## src/rtl/lsu_mem_initiator_if.sv

```systemverilog
// lsu_mem_initiator_if: request/response and data-memory port bundle for lsu_mem_initiator.
// master: the initiator (drives req_ready, resp_*, mem_* except rdata).
// slave: pipeline plus data RAM (drives req_*, mem_rdata_i).
// Also provides the FUNC_* width codes when define.v is not already in scope.
`ifndef FUNC_LB
`define FUNC_LB  10'd1
`define FUNC_LH  10'd2
`define FUNC_LW  10'd3
`define FUNC_LBU 10'd4
`define FUNC_LHU 10'd5
`define FUNC_SB  10'd6
`define FUNC_SH  10'd7
`define FUNC_SW  10'd8
`endif
interface lsu_mem_initiator_if;
  logic        req_valid_i;
  logic        req_ready_o;
  logic        req_load_i;
  logic [9:0]  req_funct_i;
  logic [31:0] req_addr_i;
  logic [31:0] req_wdata_i;
  logic        resp_valid_o;
  logic [31:0] resp_rdata_o;
  logic        resp_err_o;
  logic        mem_r_en_o;
  logic        mem_w_en_o;
  logic [9:0]  mem_funct_o;
  logic [31:0] mem_addr_o;
  logic [31:0] mem_wdata_o;
  logic [31:0] mem_rdata_i;
  modport master (
    input  req_valid_i, req_load_i, req_funct_i, req_addr_i, req_wdata_i, mem_rdata_i,
    output req_ready_o, resp_valid_o, resp_rdata_o, resp_err_o,
           mem_r_en_o, mem_w_en_o, mem_funct_o, mem_addr_o, mem_wdata_o
  );
  modport slave (
    output req_valid_i, req_load_i, req_funct_i, req_addr_i, req_wdata_i, mem_rdata_i,
    input  req_ready_o, resp_valid_o, resp_rdata_o, resp_err_o,
           mem_r_en_o, mem_w_en_o, mem_funct_o, mem_addr_o, mem_wdata_o
  );
endinterface

```

## src/rtl/lsu_mem_initiator.sv

```systemverilog
// lsu_mem_initiator: MEM-stage load/store initiator between the EX/MEM register and the data RAM.
// Ports: clk_i, rst_i (sync, active-high); bus (lsu_mem_initiator_if.master) carrying the
// request handshake, one-cycle response pulse and the data-memory port.
// Optional MISALIGN_SPLIT_EN: misaligned H/W accesses are split into byte accesses;
// without it they complete immediately with resp_err_o.
`ifndef FUNC_LB
`define FUNC_LB  10'd1
`define FUNC_LH  10'd2
`define FUNC_LW  10'd3
`define FUNC_LBU 10'd4
`define FUNC_LHU 10'd5
`define FUNC_SB  10'd6
`define FUNC_SH  10'd7
`define FUNC_SW  10'd8
`endif
module lsu_mem_initiator #(
  parameter int ADDR_W = 32
) (
  input logic clk_i,
  input logic rst_i,
  lsu_mem_initiator_if.master bus
);
  localparam logic [1:0] IDLE   = 2'd0;
  localparam logic [1:0] ACCESS = 2'd1;
  localparam logic [1:0] RESP   = 2'd3;
  logic [1:0] state_q, state_d;
  logic load_q, load_d, err_q, err_d;
  logic [9:0] funct_q, funct_d;
  logic [ADDR_W-1:0] addr_q, addr_d;
  logic [31:0] wdata_q, wdata_d, buf_q, buf_d;
  logic [9:0] f;
  logic f_h, f_w, legal, mis, acc, spl, rsp;
  logic [1:0] k;
  assign f     = bus.req_funct_i;
  assign f_h   = f == `FUNC_LH || f == `FUNC_LHU || f == `FUNC_SH;
  assign f_w   = f == `FUNC_LW || f == `FUNC_SW;
  assign legal = bus.req_load_i
               ? (f == `FUNC_LB || f == `FUNC_LH || f == `FUNC_LW || f == `FUNC_LBU || f == `FUNC_LHU)
               : (f == `FUNC_SB || f == `FUNC_SH || f == `FUNC_SW);
  assign mis   = (f_h && bus.req_addr_i[0]) || (f_w && bus.req_addr_i[1:0] != 2'b00);
  assign acc   = state_q == ACCESS;
  assign rsp   = state_q == RESP;
`ifdef MISALIGN_SPLIT_EN
  localparam logic [1:0] SPLIT = 2'd2;
  logic [1:0] k_q, k_d;
  logic h_q;
  assign h_q = funct_q == `FUNC_LH || funct_q == `FUNC_LHU || funct_q == `FUNC_SH;
  assign spl = state_q == SPLIT;
  assign k   = k_q;
`else
  assign spl = 1'b0;
  assign k   = 2'd0;
`endif
  always_comb begin
    state_d = state_q;
    load_d  = load_q;
    err_d   = err_q;
    funct_d = funct_q;
    addr_d  = addr_q;
    wdata_d = wdata_q;
    buf_d   = buf_q;
`ifdef MISALIGN_SPLIT_EN
    k_d     = k_q;
`endif
    if (state_q == IDLE) begin
      if (bus.req_valid_i) begin
        load_d  = bus.req_load_i;
        funct_d = f;
        addr_d  = bus.req_addr_i;
        wdata_d = bus.req_wdata_i;
        buf_d   = '0;
`ifdef MISALIGN_SPLIT_EN
        err_d   = !legal;
        k_d     = 2'd0;
        state_d = !legal ? RESP : mis ? SPLIT : ACCESS;
`else
        err_d   = !legal || mis;
        state_d = (!legal || mis) ? RESP : ACCESS;
`endif
      end
    end else if (acc) begin
      buf_d   = load_q ? bus.mem_rdata_i : buf_q;
      state_d = RESP;
    end
`ifdef MISALIGN_SPLIT_EN
    else if (spl) begin
      if (load_q) buf_d[{k_q, 3'b000} +: 8] = bus.mem_rdata_i[7:0];
      k_d     = k_q + 2'd1;
      state_d = (k_q == (h_q ? 2'd1 : 2'd3)) ? RESP : SPLIT;
    end
`endif
    else begin
      state_d = IDLE;
    end
  end
  always_comb begin
    bus.req_ready_o  = state_q == IDLE;
    bus.mem_r_en_o   = (acc || spl) && load_q;
    bus.mem_w_en_o   = (acc || spl) && !load_q;
    bus.mem_funct_o  = acc ? funct_q : spl ? (load_q ? `FUNC_LBU : `FUNC_SB) : 10'd0;
    bus.mem_addr_o   = acc ? addr_q : spl ? addr_q + ADDR_W'(k) : '0;
    bus.mem_wdata_o  = acc ? wdata_q : spl ? wdata_q >> {k, 3'b000} : 32'd0;
    bus.resp_valid_o = rsp;
    bus.resp_err_o   = rsp && err_q;
    bus.resp_rdata_o = !(rsp && !err_q && load_q) ? 32'd0
                     : funct_q == `FUNC_LB  ? {{24{buf_q[7]}}, buf_q[7:0]}
                     : funct_q == `FUNC_LH  ? {{16{buf_q[15]}}, buf_q[15:0]}
                     : funct_q == `FUNC_LBU ? {24'd0, buf_q[7:0]}
                     : funct_q == `FUNC_LHU ? {16'd0, buf_q[15:0]}
                     : buf_q;
  end
  always_ff @(posedge clk_i) begin
    if (rst_i) begin
      state_q <= IDLE;
      load_q  <= 1'b0;
      err_q   <= 1'b0;
      funct_q <= '0;
      addr_q  <= '0;
      wdata_q <= '0;
      buf_q   <= '0;
`ifdef MISALIGN_SPLIT_EN
      k_q     <= '0;
`endif
    end else begin
      state_q <= state_d;
      load_q  <= load_d;
      err_q   <= err_d;
      funct_q <= funct_d;
      addr_q  <= addr_d;
      wdata_q <= wdata_d;
      buf_q   <= buf_d;
`ifdef MISALIGN_SPLIT_EN
      k_q     <= k_d;
`endif
    end
  end
endmodule

```

## src/flat_wrapper.sv

```systemverilog
// flat-port wrapper written by rule: the top's interface ports become plain ports
module lsu_mem_initiator_flat 
#(
  parameter int ADDR_W = 32
)
  (clk_i, rst_i, bus_req_valid_i, bus_req_load_i, bus_req_funct_i, bus_req_addr_i, bus_req_wdata_i, bus_mem_rdata_i, bus_req_ready_o, bus_resp_valid_o, bus_resp_rdata_o, bus_resp_err_o, bus_mem_r_en_o, bus_mem_w_en_o, bus_mem_funct_o, bus_mem_addr_o, bus_mem_wdata_o);
  lsu_mem_initiator_if bus_i ();
  input logic clk_i;
  input logic rst_i;
  input wire logic [$bits(bus_i.req_valid_i)-1:0] bus_req_valid_i;
  input wire logic [$bits(bus_i.req_load_i)-1:0] bus_req_load_i;
  input wire logic [$bits(bus_i.req_funct_i)-1:0] bus_req_funct_i;
  input wire logic [$bits(bus_i.req_addr_i)-1:0] bus_req_addr_i;
  input wire logic [$bits(bus_i.req_wdata_i)-1:0] bus_req_wdata_i;
  input wire logic [$bits(bus_i.mem_rdata_i)-1:0] bus_mem_rdata_i;
  output wire logic [$bits(bus_i.req_ready_o)-1:0] bus_req_ready_o;
  output wire logic [$bits(bus_i.resp_valid_o)-1:0] bus_resp_valid_o;
  output wire logic [$bits(bus_i.resp_rdata_o)-1:0] bus_resp_rdata_o;
  output wire logic [$bits(bus_i.resp_err_o)-1:0] bus_resp_err_o;
  output wire logic [$bits(bus_i.mem_r_en_o)-1:0] bus_mem_r_en_o;
  output wire logic [$bits(bus_i.mem_w_en_o)-1:0] bus_mem_w_en_o;
  output wire logic [$bits(bus_i.mem_funct_o)-1:0] bus_mem_funct_o;
  output wire logic [$bits(bus_i.mem_addr_o)-1:0] bus_mem_addr_o;
  output wire logic [$bits(bus_i.mem_wdata_o)-1:0] bus_mem_wdata_o;
  assign bus_i.req_valid_i = bus_req_valid_i;
  assign bus_i.req_load_i = bus_req_load_i;
  assign bus_i.req_funct_i = bus_req_funct_i;
  assign bus_i.req_addr_i = bus_req_addr_i;
  assign bus_i.req_wdata_i = bus_req_wdata_i;
  assign bus_i.mem_rdata_i = bus_mem_rdata_i;
  assign bus_req_ready_o = bus_i.req_ready_o;
  assign bus_resp_valid_o = bus_i.resp_valid_o;
  assign bus_resp_rdata_o = bus_i.resp_rdata_o;
  assign bus_resp_err_o = bus_i.resp_err_o;
  assign bus_mem_r_en_o = bus_i.mem_r_en_o;
  assign bus_mem_w_en_o = bus_i.mem_w_en_o;
  assign bus_mem_funct_o = bus_i.mem_funct_o;
  assign bus_mem_addr_o = bus_i.mem_addr_o;
  assign bus_mem_wdata_o = bus_i.mem_wdata_o;
  lsu_mem_initiator #(.ADDR_W(ADDR_W)) u_core (.clk_i(clk_i), .rst_i(rst_i), .bus(bus_i));
endmodule
```

## config.mk

```make
export PLATFORM = sky130hd
export DESIGN_NAME = lsu_mem_initiator_flat
export DESIGN_NICKNAME = d
export VERILOG_FILES = /design/src/rtl/lsu_mem_initiator_if.sv /design/src/rtl/lsu_mem_initiator.sv /design/src/flat_wrapper.sv
export SDC_FILE = /design/constraint.sdc
export NUM_CORES = 1
export LEC_CHECK = 0
export BUFFER_PORTS_ARGS = -buffer_cell sky130_fd_sc_hd__buf_2
export CAP_MARGIN = 25
export CORE_ASPECT_RATIO = 0.7
export CORE_UTILIZATION = 51
export CTS_BUF_LIST = sky130_fd_sc_hd__clkbuf_16
export DETAILED_ROUTE_END_ITERATION = 8
export PLACE_DENSITY = 0.86
export SLEW_MARGIN = 15
export SYNTH_ARGS = -nofsm -noshare
export SYNTH_HDL_FRONTEND = slang
export SYNTH_SLANG_ARGS = --single-unit
export TNS_END_PERCENT = 10
```

## constraint.sdc

```tcl
create_clock -name clk_i -period 5 [get_ports clk_i]
set_input_delay 1 -clock clk_i [delete_from_list [all_inputs] [get_ports clk_i]]
set_output_delay 1 -clock clk_i [all_outputs]
set_load 0.01 [all_outputs]
```

# After elaboration in Yosys (flattened, before gate mapping)
# Cells that the tools add are included.
[op_classes] eq_ne=15 mux=17 n_reduce_logical=27
[ops] op="2-to-1 mux 32 bit" n=11
[ops] op="equality test 10 x 3 -> 1 bit, second input constant" n=6
[ops] op="equality test 10 x 2 -> 1 bit, second input constant" n=3
[ops] op="equality test 10 x 1 -> 1 bit, second input constant" n=2
[ops] op="logical OR 1 bit" n=11
[ops] op="equality test 10 x 4 -> 1 bit, second input constant" n=1
[ops] op="2-to-1 mux 10 bit" n=1
[ops] op="2-to-1 mux 2 bit" n=4
[ops] op="logical AND 1 bit" n=7
[ops] op="nonzero test 2 bit" n=3
[ops] op="zero test 1 bit" n=3
[ops] op="AND reduction 3 bit" n=1
[ops] op="equality test 2 x 1 -> 1 bit, second input constant" n=1
[ops] op="equality test 2 bit, second input constant" n=1
[ops] op="zero test 2 bit" n=1
[ops] op="inequality test 2 bit, second input constant" n=1
[ops] op="AND reduction 2 bit" n=1
[ops] op="2-to-1 mux 1 bit" n=1
[word_totals] register_bits=110 elab_cells=66

# Longest topological paths before layout
# Gate-level depths: netlist (run 1).
[logic_depth] ltp_word=11 ltp_mapped=7

# Worst setup path after synthesis (run 1)
# Ideal clock, no wire load.
[synth_timing] path_kind="register -> output" start="register u_core.funct_q[2]" end="output bus_resp_rdata_o[21]" arrival_time_ps=1576 required_ps=4000 slack_ps=2424 path_stages_with_launch=7 cell_sequence="dfxtp_1 -> buf_4 -> or4_4 -> nor2_4 -> o21ai_2 -> buf_4 -> a21oi_1"
[synth_between] elab_chain_cells=6 word_cells_on_any_way=9
[synth_rtl] element="start: declaration" line="lsu_mem_initiator.sv:28" text="logic [9:0] funct_q, funct_d;"
[synth_rtl] element="start signal: assignment" line="lsu_mem_initiator.sv:128" text="funct_q <= funct_d;"
[synth_rtl] element="equality test 10 x 3 -> 1 bit (no line)"
[synth_rtl] element="2-to-1 mux 32 bit" line="lsu_mem_initiator.sv:109" text=": funct_q == `FUNC_LHU ? {16'd0, buf_q[15:0]}"
[synth_rtl] element="2-to-1 mux 32 bit" line="lsu_mem_initiator.sv:108" text=": funct_q == `FUNC_LBU ? {24'd0, buf_q[7:0]}"
[synth_rtl] element="2-to-1 mux 32 bit" line="lsu_mem_initiator.sv:107" text=": funct_q == `FUNC_LH ? {{16{buf_q[15]}}, buf_q[15:0]}"
[synth_rtl] element="2-to-1 mux 32 bit (*)" line="lsu_mem_initiator.sv:106" text=": funct_q == `FUNC_LB ? {{24{buf_q[7]}}, buf_q[7:0]}"
[synth_rtl] element="2-to-1 mux 32 bit (*)" line="lsu_mem_initiator.sv:105" text="bus.resp_rdata_o = !(rsp && !err_q && load_q) ? 32'd0"
[synth_rtl] element="end: declaration" line="flat_wrapper.sv:18" text="output wire logic [$bits(bus_i.resp_rdata_o)-1:0] bus_resp_rdata_o;"
# Mark *: on every way between the ends. The rest lies on a longest branch, timed or not.

# Worst setup path after layout (run 1)
[layout_timing] start="register u_core.funct_q[5]" end="output bus_resp_rdata_o[17]"
# The elaborated chain is that of the path after synthesis.

==> impl_summary.log, run 1 <==
INFO  metric grt_start_max_net_pins = 110
INFO  metric synth-edff-count = 0
INFO  metric cts_resized = 0
INFO  metric ys_types = 45
INFO  metric critical_path_peak_fanout = 14
INFO  metric avgSynthCellArea = 7.61 µm²
INFO  metric switching_share = 25.6%
INFO  metric synth.yosys.seq_area_share = 44.9%
INFO  metric final_antenna_net_count = 0
INFO  metric clock_latency = 0.34 ns
INFO  metric row_count = 29
INFO  metric dieWidth = 119 µm
INFO  metric hold_buf_count_cts = 0
INFO  metric tritoncts_clock_tree = yes
INFO  metric slew_headroom = 47.6%
INFO  metric yosys_most_used_dff = sky130_fd_sc_hd__dfxtp_1
INFO  metric finish.net_count = 941
INFO  metric power.clock.fraction = 39.1%
INFO  metric timing.critical_path.slowest_stage_cell = sky130_fd_sc_hd__o211ai_2
INFO  metric power_report.internal_total = 1.47 mW
INFO  metric final_core_util = 69.5%
INFO  metric yosys_warnings = 0
INFO  metric antenna_cells_inserted = 0
INFO  metric globalRouteOverflowTotal = 0
INFO  metric worst-slew-pin-transition = 0.784 ns
INFO  metric flow.area_growth_from_synthesis = 30.2%
INFO  metric synth_cell_area = 4900 µm²
INFO  metric top_routing_layer_used = met4
INFO  metric post-route-min-period = 3.36 ns
INFO  metric status = finished clean
INFO  metric number_of_sinks_on_the_clock_net = 110
INFO  metric layout_common_cells = sky130_fd_sc_hd__buf_2, sky130_fd_sc_hd__nand2_1, sky130_fd_sc_hd__dfxtp_1, sky130_fd_sc_hd__a21oi_1, sky130_fd_sc_hd__and2_1
INFO  metric drt_pre_antenna_iters = 5
INFO  metric postSynth.asyncResetShare = 0%
INFO  metric cts_htree_levels = 3
INFO  metric routedWlPerCell = 13.7 µm
INFO  metric route.final.wire_length = 13200 µm
INFO  metric drc = 0
INFO  metric design.portCount = 221
INFO  metric p_comb_share = 12.9%
INFO  metric maximum_buffer_depth_of_the_clock_tree = 2
INFO  metric required = 4.00 ns
INFO  metric via_count = 5024
INFO  metric crit_chain = nor4_2, nand2_1, o211ai_2, a21oi_1, buf_2
INFO  metric grt_util_all_layers = 25.8%
INFO  metric total_switching_power = 505 µW
INFO  metric post_drt_via_cell_ratio = 5.23
INFO  metric postSynthCellCount = 644
INFO  metric critPathCaptureType = primary output
INFO  metric final_hold_violation_count = 0
INFO  metric floorplan.initialDensity = 53.4%
INFO  metric initial_antenna_violation_count = 0
INFO  metric timing.clock.skew = 0.00576 ns
INFO  metric core = 9180 µm²
INFO  metric i_o_buffers = 220
INFO  metric power.ir.vdd_worst = 0.000220 V
INFO  metric detail_route.iter0.violations = 304
INFO  metric most_common_library_cell_in_the_layout_ignoring_fill_and_taps = sky130_fd_sc_hd__buf_2
INFO  metric met2RoutedLength = 6300 µm
INFO  metric synth-seq-cells = 110
INFO  metric crit_path_max_incr_delay = 0.70 ns
INFO  metric fmaxAchievable = 0.298 GHz
INFO  metric fp.dieArea = 10000 µm²
INFO  metric final_estimated_routing_congestion_in_global_placement = 0.844
INFO  metric setup.worst_path.start_class = register
INFO  metric cts_setup_buffers = 0
INFO  metric rsz0062_at_grt = false
INFO  metric min-delay-path-class = reg -> reg
INFO  metric layout_worst_path_cycle_share = 67.1%
INFO  metric powerDensity = 309 nW/µm²
INFO  metric die_height = 84.0 µm
INFO  metric cts_clk_pin_slew_worst_paths = 0.07 ns
INFO  metric grt_first_pass_wirelength = 21100 µm
INFO  metric drive_above_1_share = 31.6%
INFO  metric critPathArrivalTime = 2.36 ns
INFO  metric detailroute.wirelength.met3 = 913 µm
INFO  metric place.detailed.hpwl = 9530 µm
INFO  metric setup.worst_path.class = reg -> out
INFO  metric setup_tns = 0 ns
INFO  metric report.final.setup_viol = 0
INFO  metric seq_power_share = 48.0%
INFO  metric slew_viol_final = 0
INFO  metric first_global_vias = 4563
INFO  metric power.leakage = 2.96 nW
INFO  metric wire_length_on_met1 = 5750 µm
INFO  metric drv.max_cap_violation_count = 0
INFO  metric synth_fp_nets = 754
INFO  metric cts-root-buf = sky130_fd_sc_hd__clkbuf_16
INFO  metric cts_made_buffers = 9
[path summary, 6_finish.rpt]
path	from	to	slack (ns)	depth (start not counted)
worst min register to register	u_core.addr_q[31]	u_core.addr_q[31]	0.45	2
worst min-delay path	u_core.addr_q[31]	u_core.addr_q[31]	0.45	2
worst max register to register	u_core.state_q[1]	u_core.addr_q[4]	2.93	5
worst max-delay path	u_core.funct_q[5]	bus_resp_rdata_o[17]	1.64	5
[metrics by stage]
step                      instance area, µm²  std cells  power, mW  worst slack [ns]  hold WS [ns]
final                                   6380        960       1.97              1.64         0.449
after detailed placement                6020        943       1.22              2.05         0.442
after global routing                    6380        960       2.06              1.48         0.465
after CTS                               6350        959       1.98              1.68         0.452
after global placement                  5990        941       1.20              2.11         0.437
after floorplan                         4900        644       1.12              2.42         0.432
[logic make-up after synthesis]
logic type	synth area share (%)
compound gates	18.3
xor+xnor	0.357
buf+inv	4.75
flops	44.9
simple gates	31.7
[area by class of cell]
class | instances | area [µm²]
timing repair buffer | 226 | 1190
sequential | 110 | 2200
inverter | 5 | 18.8
tap | 124 | 155
clock inverter | 7 | 105
clock buffer | 9 | 225
fill | 791 | 2800
multi-input combinational | 479 | 2480
[sequential cells by signal, indices dropped and copies added, names as in the netlist]
name            cells
u_core.err_q        1
u_core.wdata_q     32
u_core.addr_q      32
u_core.funct_q     10
u_core.load_q       1
u_core.state_q      2
u_core.buf_q       32
[synth_stat cells, types with 2 or more instances]
master	instances	area share, %
sky130_fd_sc_hd__nor4b_1	2	0.36
sky130_fd_sc_hd__buf_1	3	0.23
sky130_fd_sc_hd__nor3_1	4	0.41
sky130_fd_sc_hd__buf_4	4	0.61
sky130_fd_sc_hd__or4_4	2	0.46
sky130_fd_sc_hd__o21ai_0	5	0.51
sky130_fd_sc_hd__nand2_1	183	14
sky130_fd_sc_hd__clkbuf_1	34	2.6
sky130_fd_sc_hd__dfxtp_1	110	45
sky130_fd_sc_hd__nor2b_1	2	0.26
sky130_fd_sc_hd__nor4_1	2	0.26
sky130_fd_sc_hd__a21oi_1	85	8.7
sky130_fd_sc_hd__inv_1	5	0.38
sky130_fd_sc_hd__a31oi_1	3	0.38
sky130_fd_sc_hd__a21oi_2	9	1.6
sky130_fd_sc_hd__buf_2	9	0.92
sky130_fd_sc_hd__nor2_1	42	3.2
sky130_fd_sc_hd__a22oi_1	32	4.9
sky130_fd_sc_hd__nand3_1	2	0.20
sky130_fd_sc_hd__and2_1	81	10
[metal layers]
| layer | global-route usage, % | up-vias |
|---|---|---|
| met2 | 43.8 | 206 |
| met3 | 6.49 | 21 |
| met5 | 0 | - |
| li1 | - | 2494 |
| met1 | 32.3 | 2303 |
| met4 | 7.48 | 0 |
[critical path, delay by kind of cell (launching register included)]
family                 cells  cell delay, ns
AOI/OAI and AO/OA          2            0.79
buffers and inverters      1            0.18
and+or+nand+nor            2            0.70
DFF                        1            0.34
[power groups by stage]
stage	Sequential, mW	Combinational [mW]	Clock (mW)
finish	0.946	0.254	0.771
CTS	0.946	0.251	0.787
floorplan	0.954	0.164	0
global placement	0.963	0.235	0
detailed placement	0.966	0.250	0
global route	0.952	0.283	0.824
No activity file was read; power rests on OpenSTA's default activity.
==> run 2, diff against run 1 <==
--- a/config.mk
+++ b/config.mk
@@ -8,10 +8,10 @@
 export BUFFER_PORTS_ARGS = -buffer_cell sky130_fd_sc_hd__buf_2
 export CAP_MARGIN = 25
 export CORE_ASPECT_RATIO = 0.7
-export CORE_UTILIZATION = 51
+export CORE_UTILIZATION = 43
 export CTS_BUF_LIST = sky130_fd_sc_hd__clkbuf_16
 export DETAILED_ROUTE_END_ITERATION = 8
-export PLACE_DENSITY = 0.86
+export PLACE_DENSITY = 0.77
 export SLEW_MARGIN = 15
 export SYNTH_ARGS = -nofsm -noshare
 export SYNTH_HDL_FRONTEND = slang
==> constraint.sdc (replaced) <==
create_clock -name clk_i -period 2.7 [get_ports clk_i]
set_input_delay 0.54 -clock clk_i [delete_from_list [all_inputs] [get_ports clk_i]]
set_output_delay 0.54 -clock clk_i [all_outputs]
set_load 0.01 [all_outputs]
==> impl_summary.log, run 2 (synthesis gave the netlist of run 1 again) <==
INFO  metric fillers = 1103 (+39%)
INFO  metric total_power = 3.43 mW (+74%)
INFO  metric crit_path_max_incr_delay = 0.58 ns (-0.12 ns)
INFO  metric initial_antenna_violation_count = 3 (+3)
INFO  metric min-delay-path-class = in -> reg
INFO  metric cts-root-buf = sky130_fd_sc_hd__clkbuf_16
INFO  metric setup.worst_path.start_class = register
INFO  metric place_inst = 979 (+3.8%)
INFO  metric clock_latency = 0.34 ns (about the same)
INFO  metric crit_top_cell = sky130_fd_sc_hd__nand2_1
INFO  metric place.detailed.hpwl = 9070 µm (-4.8%)
INFO  metric critical_path_peak_fanout = 7 (-7)
INFO  metric grt_start_max_net_pins = 65 (-41%)
INFO  metric timing.hold.ws = 0.437 ns (-0.0128 ns)
INFO  metric core = 11100 µm² (+20%)
INFO  metric post-route-min-period = 2.60 ns
INFO  metric biggestRegsByFlops = u_core.addr_q x32, u_core.buf_q x32, u_core.wdata_q x32
INFO  metric row_count = 32 (+10%)
INFO  metric fmaxAchievable = 0.385 GHz
INFO  metric grt_first_pass_wirelength = 20200 µm (-4.4%)
INFO  metric slew_headroom = 51.2% (+3.6 points)
INFO  metric status = finished clean
INFO  metric setup.worst_path.class = reg -> out
INFO  metric die_height = 91.3 µm (+8.7%)
INFO  metric drv.max_cap_violation_count = 0 (unchanged)
INFO  metric required = 2.16 ns (-1.84 ns)
INFO  metric cts_clk_pin_slew_worst_paths = 0.07 ns (about the same)
INFO  metric grt_util_all_layers = 21.5% (-4.3 points)
INFO  metric cts_htree_levels = 3 (unchanged)
INFO  metric globalRouteOverflowTotal = 0 (unchanged)
INFO  metric floorplan.initialDensity = 44.4% (-9.0 points)
INFO  metric route.final.wire_length = 12800 µm (-3.2%)
INFO  metric dieWidth = 130 µm (+8.8%)
INFO  metric setup_tns = 0 ns (unchanged)
INFO  metric routedWlPerCell = 12.8 µm (-6.8%)
INFO  metric fin_cells = 998 (+4.0%)
INFO  metric rsz0062_at_grt = true
INFO  metric cts_made_buffers = 9 (unchanged)
INFO  metric slew_viol_final = 0 (unchanged)
INFO  metric final_antenna_net_count = 0 (unchanged)
INFO  metric drive_above_1_share = 31.8% (+0.25 points)
INFO  metric critPathArrivalTime = 2.06 ns (-0.30 ns)
INFO  metric dp_slack = 0.460 ns (-1.59 ns)
INFO  metric design_area = 6410 µm² (+0.47%)
INFO  metric flow.area_growth_from_synthesis = 30.8%
INFO  metric layout_common_cells = sky130_fd_sc_hd__buf_2, sky130_fd_sc_hd__nand2_1, sky130_fd_sc_hd__dfxtp_1, sky130_fd_sc_hd__a21oi_1, sky130_fd_sc_hd__and2_1
INFO  metric worst-slew-pin-transition = 0.732 ns (-0.0519 ns)
INFO  metric worst_slack = 0.102 ns (-1.54 ns)
INFO  metric finish.net_count = 947 (+0.64%)
INFO  metric tritoncts_clock_tree = yes
INFO  metric final_core_util = 58.0% (-11 points)
INFO  metric drt_pre_antenna_iters = 5 (unchanged)
INFO  metric power.ir.vdd_worst = 0.000353 V (+60%)
INFO  metric final_estimated_routing_congestion_in_global_placement = 0.854 (+1.1%)
INFO  metric final_hold_violation_count = 0 (unchanged)
INFO  metric layout_worst_path_cycle_share = 96.2%
INFO  metric timing.clock.skew = 0.00882 ns (+0.00306 ns)
INFO  metric post_drt_via_cell_ratio = 4.82 (-7.9%)
INFO  metric crit_chain = or4_4, o41a_4, nand2_1, nand2_1, buf_2
INFO  metric placedInstanceArea = 6130 µm² (+1.8%)
INFO  metric first_global_vias = 4121 (-9.7%)
INFO  metric drc = 0 (unchanged)
INFO  metric i_o_buffers = 220 (unchanged)
INFO  metric number_of_sinks_on_the_clock_net = 110 (unchanged)
INFO  metric critPathCaptureType = primary output
INFO  metric maximum_buffer_depth_of_the_clock_tree = 2 (unchanged)
INFO  metric hold_buf_count_cts = 0 (unchanged)
INFO  metric design.portCount = 221 (unchanged)
INFO  metric report.final.setup_viol = 0 (unchanged)
INFO  metric most_common_library_cell_in_the_layout_ignoring_fill_and_taps = sky130_fd_sc_hd__buf_2
INFO  metric fp.dieArea = 11800 µm² (+18%)
INFO  metric timing.critical_path.slowest_stage_cell = sky130_fd_sc_hd__or4_4
INFO  metric via_count = 4810 (-4.3%)
INFO  metric powerDensity = 535 nW/µm² (+73%)
INFO  metric detail_route.iter0.violations = 308 (+1.3%)
INFO  metric power.leakage = 2.96 nW (about the same)
==> run 2: what timing repair did <==
| action | CTS | global route |
|---|---|---|
| hold endpoints to repair | 0 | 0 |
| buffers inserted | 0 | 0 |
| endpoints found under the setup margin | 0 | 1 |
| resized for setup | 0 | 0 |
==> run 2: metal layers <==
metal	up-vias	routed length [µm]	share of wire, %	track usage, %
li1	2500	-	-	-
met1	2141	6160	48	29.4
met2	157	5580	44	32.4
met3	12	862	6.8	5.95
met4	0	173	1.4	7.07
met5	-	0	0	0
==> run 2: final cells by class <==
cell class / count / area, µm² / share of cell area, %
clock buffer: 9 / 225 / 3.51
inverter: 5 / 18.8 / 0.293
clock inverter: 7 / 48.8 / 0.761
sequential: 110 / 2200 / 34.4
multi-input combinational: 479 / 2480 / 38.8
tap: 153 / 191 / 2.99
timing repair buffer: 232 / 1230 / 19.2
antenna: 3 / 7.51 / 0.117
==> run 2: path summary, 6_finish.rpt <==
kind | from | endpoint | slack, ns | cells past startpoint
hold reg to reg | u_core.addr_q[23] | u_core.addr_q[23] | 0.45 | 2
setup reg to reg | u_core.state_q[1] | u_core.addr_q[14] | 1.07 | 5
setup / recovery | u_core.funct_q[5] | bus_resp_rdata_o[10] | 0.10 | 5
hold / removal | bus_req_wdata_i[30] | u_core.wdata_q[30] | 0.44 | 3
==> run 2: report_power, final <==
part           internal [mW]  switching, mW
Combinational          0.192          0.279
Clock                  0.628          0.583
Sequential              1.70         0.0492
==> run 2: worst max-delay path, delay by kind of cell (launching register included) <==
kind                   cells  cell delay, ns
and+or+nand+nor            3            0.71
AOI/OAI and AO/OA          1            0.52
DFF                        1            0.34
buffers and inverters      1            0.14
